`src/rtl/sram_rmw_ctrl.sv`:
```
// sram_rmw_ctrl
//   Request-side controller for the 512x32 single-port SRAM wrapper. Accepts
//   word reads and byte-strobed writes on a valid/ready request channel and
//   returns exactly one response per request on a valid/ready response channel.
//   Full-word writes go straight to the SRAM. Partial writes are done as
//   read-modify-write because the wrapper only writes whole words.
//
// Ports
//   clk, reset_n                       clock (rising edge), async active-low reset
//   req_valid/req_ready                request handshake
//   req_addr/req_we/req_wstrb/req_wdata  request payload
//   rsp_valid/rsp_ready/rsp_rdata      response handshake + data (read data, or
//                                      the word as stored after a write)
//   mem_en/mem_addr/mem_wen/mem_wdata  SRAM access port (one cycle per access)
//   mem_rdata                          SRAM read word, valid the cycle after a read
module sram_rmw_ctrl #(
  parameter int ADDR_WIDTH = 9
) (
  input  logic                  clk,
  input  logic                  reset_n,
  input  logic                  req_valid,
  output logic                  req_ready,
  input  logic [ADDR_WIDTH-1:0] req_addr,
  input  logic                  req_we,
  input  logic [3:0]            req_wstrb,
  input  logic [31:0]           req_wdata,
  output logic                  rsp_valid,
  input  logic                  rsp_ready,
  output logic [31:0]           rsp_rdata,
  output logic                  mem_en,
  output logic [ADDR_WIDTH-1:0] mem_addr,
  output logic                  mem_wen,
  output logic [31:0]           mem_wdata,
  input  logic [31:0]           mem_rdata
);

  typedef enum logic [1:0] {IDLE, RD_WAIT, RMW_WR} state_t;

  // Request held across the read / merge / write sequence.
  typedef struct packed {
    logic [ADDR_WIDTH-1:0] addr;
    logic [31:0]           wdata;
    logic [3:0]            wstrb;
    logic                  rmw;   // 1 = partial write, 0 = plain read
  } hold_t;

  state_t      state, state_nxt;
  hold_t       hold;
  logic [31:0] merged_d, merged_q;
  logic        accept, is_full, is_rmw;

  // reset_n is folded in so nothing is accepted while reset is held.
  assign req_ready = (state == IDLE) && (!rsp_valid || rsp_ready) && reset_n;
  assign accept    = req_valid && req_ready;
  assign is_full   = req_we && (req_wstrb == 4'hF);
  assign is_rmw    = req_we && (req_wstrb != 4'h0) && !is_full;

  // Byte merge of held write data over the word just read back.
  for (genvar b = 0; b < 4; b++) begin : g_merge
    assign merged_d[8*b +: 8] = hold.wstrb[b] ? hold.wdata[8*b +: 8] : mem_rdata[8*b +: 8];
  end

  always_ff @(posedge clk or negedge reset_n) begin
    if (!reset_n) state <= IDLE;
    else          state <= state_nxt;
  end

  always_comb begin
    state_nxt = state;
    mem_en    = 1'b0;
    mem_wen   = 1'b0;
    mem_addr  = hold.addr;
    mem_wdata = merged_q;
    case (state)
      IDLE: begin
        if (accept) begin
          // Access issued in the accept cycle itself; a full write completes here.
          mem_en    = 1'b1;
          mem_addr  = req_addr;
          mem_wen   = is_full;
          mem_wdata = req_wdata;
          if (!is_full) state_nxt = RD_WAIT;
        end
      end
      RD_WAIT: state_nxt = hold.rmw ? RMW_WR : IDLE;
      RMW_WR: begin
        mem_en    = 1'b1;
        mem_wen   = 1'b1;
        state_nxt = IDLE;
      end
      default: state_nxt = IDLE;
    endcase
  end

  always_ff @(posedge clk or negedge reset_n) begin
    if (!reset_n) begin
      hold     <= '0;
      merged_q <= '0;
    end else begin
      if (state == IDLE && accept && !is_full) begin
        hold.addr  <= req_addr;
        hold.wdata <= req_wdata;
        hold.wstrb <= req_wstrb;
        hold.rmw   <= is_rmw;
      end
      if (state == RD_WAIT) merged_q <= merged_d;
    end
  end

  // Response slot: a new load takes priority over the handshake clear.
  always_ff @(posedge clk or negedge reset_n) begin
    if (!reset_n) begin
      rsp_valid <= 1'b0;
      rsp_rdata <= '0;
    end else if (state == IDLE && accept && is_full) begin
      rsp_valid <= 1'b1;
      rsp_rdata <= req_wdata;
    end else if (state == RD_WAIT && !hold.rmw) begin
      rsp_valid <= 1'b1;
      rsp_rdata <= mem_rdata;
    end else if (state == RMW_WR) begin
      rsp_valid <= 1'b1;
      rsp_rdata <= merged_q;
    end else if (rsp_ready) begin
      rsp_valid <= 1'b0;
    end
  end

endmodule

```
`config.mk`:
```
export PLATFORM = sky130hd
export DESIGN_NAME = sram_rmw_ctrl
export DESIGN_NICKNAME = d
export VERILOG_FILES = /design/src/rtl/sram_rmw_ctrl.sv
export SDC_FILE = /design/constraint.sdc
export NUM_CORES = 1
export LEC_CHECK = 0
export CAP_MARGIN = 0
export CORE_UTILIZATION = 51
export DETAILED_ROUTE_END_ITERATION = 12
export PLACE_DENSITY = 0.93
export SYNTH_ARGS = -nofsm -noshare
export SYNTH_HDL_FRONTEND = slang
export SYNTH_SLANG_ARGS = --single-unit
```
`constraint.sdc`:
```
create_clock -name clk -period 3.1 [get_ports clk]
set_input_delay 0.62 -clock clk [delete_from_list [all_inputs] [get_ports clk]]
set_output_delay 0.62 -clock clk [all_outputs]
set_load 0.03 [all_outputs]
```
==> results.yml <==
synth:
  ys_warn_count: 0
  ys_seq_elements: 113
  avgSynthCellArea_sq_um: 12.8
  syn_area_sq_um: 5320
  synth_cell_types: 28
  yosysSeqAreaShare: 0.532
  syn_nets: 498
  syn_inst: 416
placed_design:
  port_buffers: 158
  place_congestion: 0.826
  dpl.hpwl_mm: 9.23
  place_ws_ns: 0.255
run:
  maxCapViolCount: 0
global_route:
  gr-total-overflow: 0
  grt_usage: 0.264
  antenna_found_initial: 0
  grt_pass1_wl_mm: 22.7
  grt_max_degree: 78
  first_global_vias: 4396
final_layout:
  drive_gt1_frac: 0.304
  final_cell_mix: "dfrtp_1, clkdlybuf4s50_1, mux2_2"
  final_core_util: 0.755
  syn_to_final_growth_pct: 41.4
  antenna_cells: 0
  final_nets: 654
floorplanning:
  io_pins: 159
  initial_core_util: 0.534
  dieArea_sq_um: 10800
  coreArea_sq_um: 9950
  dieHeight_microns: 104
  die_x_microns: 104
  rows: 36
worst_setup_path:
  critPathSlowestCell: "clkdlybuf4s50_1"
  worstReg2RegEnd: "rsp_rdata[23]$_DFFE_PN0P_"
  cp-end-kind: "output pin"
  worstReg2RegStart: "state[0]$_DFFE_PN0P_"
  critPathRequiredTime_ns: 2.48
  cp_top_family: "buffers and inverters"
  path_buf_inv: 3
  crit_type: "in2out"
  crit_chain: "clkdlybuf4s50_1 > and4bb_4 > nand2_2 > buf_4 > mux2_2 > buf_4"
  cpPeakStageDelay_ns: 0.40
  start_kind: "primary input"
  worstPathArrival_ns: 2.24
  r2r_slack_ns: 0.88
  worstRegToRegCells: 6
  critical_path.max_fanout: 17
  path_common_cell: "buf_4"
detailed_routing:
  wl_per_cell_microns: 19.5
  dr.first_iter.drc_count: 182
  first_pass_iters: 4
  via_per_inst: 5.88
  drcViolationCount: 0
  num_vias: 4223
  drtAntennaViolNets: 0
  routed_wl_mm: 14.0
cts:
  cts_tree: "yes"
  clkSinkCount: 113
  cts-buffers-inserted: 17
  post_cts_buffers: 0
  cts_root_buf: "clkbuf_8"
  ctsResizeCount: 0
  clk_latency_ns: 0.49
  holdBufCountCts: 0
  cts_buffer_depth: 2
  clk_pin_slew_worst_paths_ns: 0.06
  htreeDepth: 4
sta:
  final-hold-violation-count: 0
  setup_ws_ns: 0.244
  tightest_slew_ns: 0.948
  fin_crit_sh: 0.921
  fin_skew_ns: 0.00874
  final-setup-viol-count: 0
  setup_tns_ns: 0
  drv_slew: 0
  period_minus_slack_ns: 2.86
  timing.fmax_ghz: 0.350
  rsz0062_at_grt: "no"
  max_slew_margin: 0.368
power_and_ir_drop:
  p_sw_frac: 0.362
  power.switching_mw: 2.72
  total_leakage_power_nw: 3.40
  pwr-share-seq: 0.338
  clkPwrFrac: 0.262
  pwr-share-comb: 0.399
  peakVddDrop_mv: 0.538
  p_per_area_nw_per_um2: 1000
  p_int_mw: 4.80
status:
  status: "finished, final reports clean"
min_path:
  min_path_type: "in2async"
[synth_stat cells]
library cell | number | area [sq um]
nand3_1 | 1 | 5.00
nor2_2 | 1 | 6.26
and2b_1 | 1 | 7.51
mux2_2 | 83 | 935
nand2b_1 | 1 | 6.26
clkbuf_1 | 20 | 75.1
and4bb_4 | 1 | 16.3
inv_1 | 2 | 7.51
and4b_1 | 1 | 10.0
o41ai_1 | 1 | 8.76
nor3_1 | 1 | 5.00
a22o_1 | 32 | 280
o211ai_2 | 1 | 12.5
dfrtp_1 | 113 | 2830
buf_6 | 4 | 45.0
a221o_1 | 32 | 320
nor3_4 | 1 | 16.3
mux2i_1 | 32 | 320
buf_2 | 9 | 45.0
buf_1 | 1 | 3.75
nor2_1 | 1 | 3.75
or2_2 | 1 | 6.26
and2_1 | 1 | 6.26
nand2_1 | 37 | 139
o21ai_0 | 33 | 165
a21o_1 | 1 | 7.51
or2b_1 | 1 | 7.51
o22a_1 | 3 | 26.3
[power groups by stage]
| stage | Combinational (mW) | Clock [mW] | Sequential, mW |
|---|---|---|---|
| final | 3.00 | 1.97 | 2.54 |
| after global routing | 3.17 | 2.08 | 2.61 |
| after detailed placement | 3.00 | 0 | 2.54 |
| after CTS | 3.03 | 2.00 | 2.53 |
| after global placement | 2.92 | 0 | 2.50 |
| after floorplan | 1.58 | 0 | 2.75 |
[per-stage QoR]
step | std cells | area (sq um) | power, mW | hold slack, ns
after floorplan | 416 | 5320 | 4.33 | 0.324
after global placement | 686 | 6910 | 5.42 | 0.483
after detailed placement | 686 | 6910 | 5.54 | 0.492
after CTS | 718 | 7520 | 7.56 | 0.220
after global routing | 718 | 7520 | 7.86 | 0.259
final | 718 | 7520 | 7.52 | 0.242
[worst max-delay path by stage]
stage                         start      endpoint  slack (ns)  cells past startpoint
after global routing      req_valid  mem_wdata[7]        0.19                      6
final                     req_valid   mem_addr[4]        0.24                      6
after floorplan           rsp_ready   mem_addr[5]        0.73                      5
after CTS                 req_valid   mem_addr[4]        0.24                      6
after detailed placement  req_valid   mem_addr[4]        0.26                      6
after global placement    req_valid  mem_wdata[4]        0.31                      6
[flip-flops by register name (all words and copies together) (netlist names)]
register   count
state          2
merged_q      32
rsp_valid      1
hold          46
rsp_rdata     32
[cell type report]
class                   count  area, sq um
clock inverters            13          186
clock buffers              19          422
fillers                   634         2440
repair buffers            171         1580
multi-input cells         267         2330
flip-flops and latches    113         2830
well taps                 133          166
inverters                   2         7.51
[worst register-to-register path: cells and delay by family, from the launching register on]
kind | cells | cell delay (ns)
AO/OA/AOI/OAI | 1 | 0.33
buffers and inverters | 2 | 0.61
flip-flops | 1 | 0.42
AND/OR/NAND/NOR | 3 | 0.75
[logic make-up after synthesis]
| logic type | after synthesis | share of synthesized area |
|---|---|---|
| mux | 115 | 0.236 |
| buf+inv | 36 | 0.0332 |
| simple gates | 49 | 0.0443 |
| flops | 113 | 0.532 |
| compound gates | 103 | 0.154 |
[layer usage]
metal  routed length [microns]  track usage  vias up
met5                         0            0        -
met4                        91       0.0714        0
met3                       869       0.0508       12
met2                      7240        0.449      195
met1                      5800        0.346     2127
li1                          -            -     1889
(Power assumes the default switching activity.)
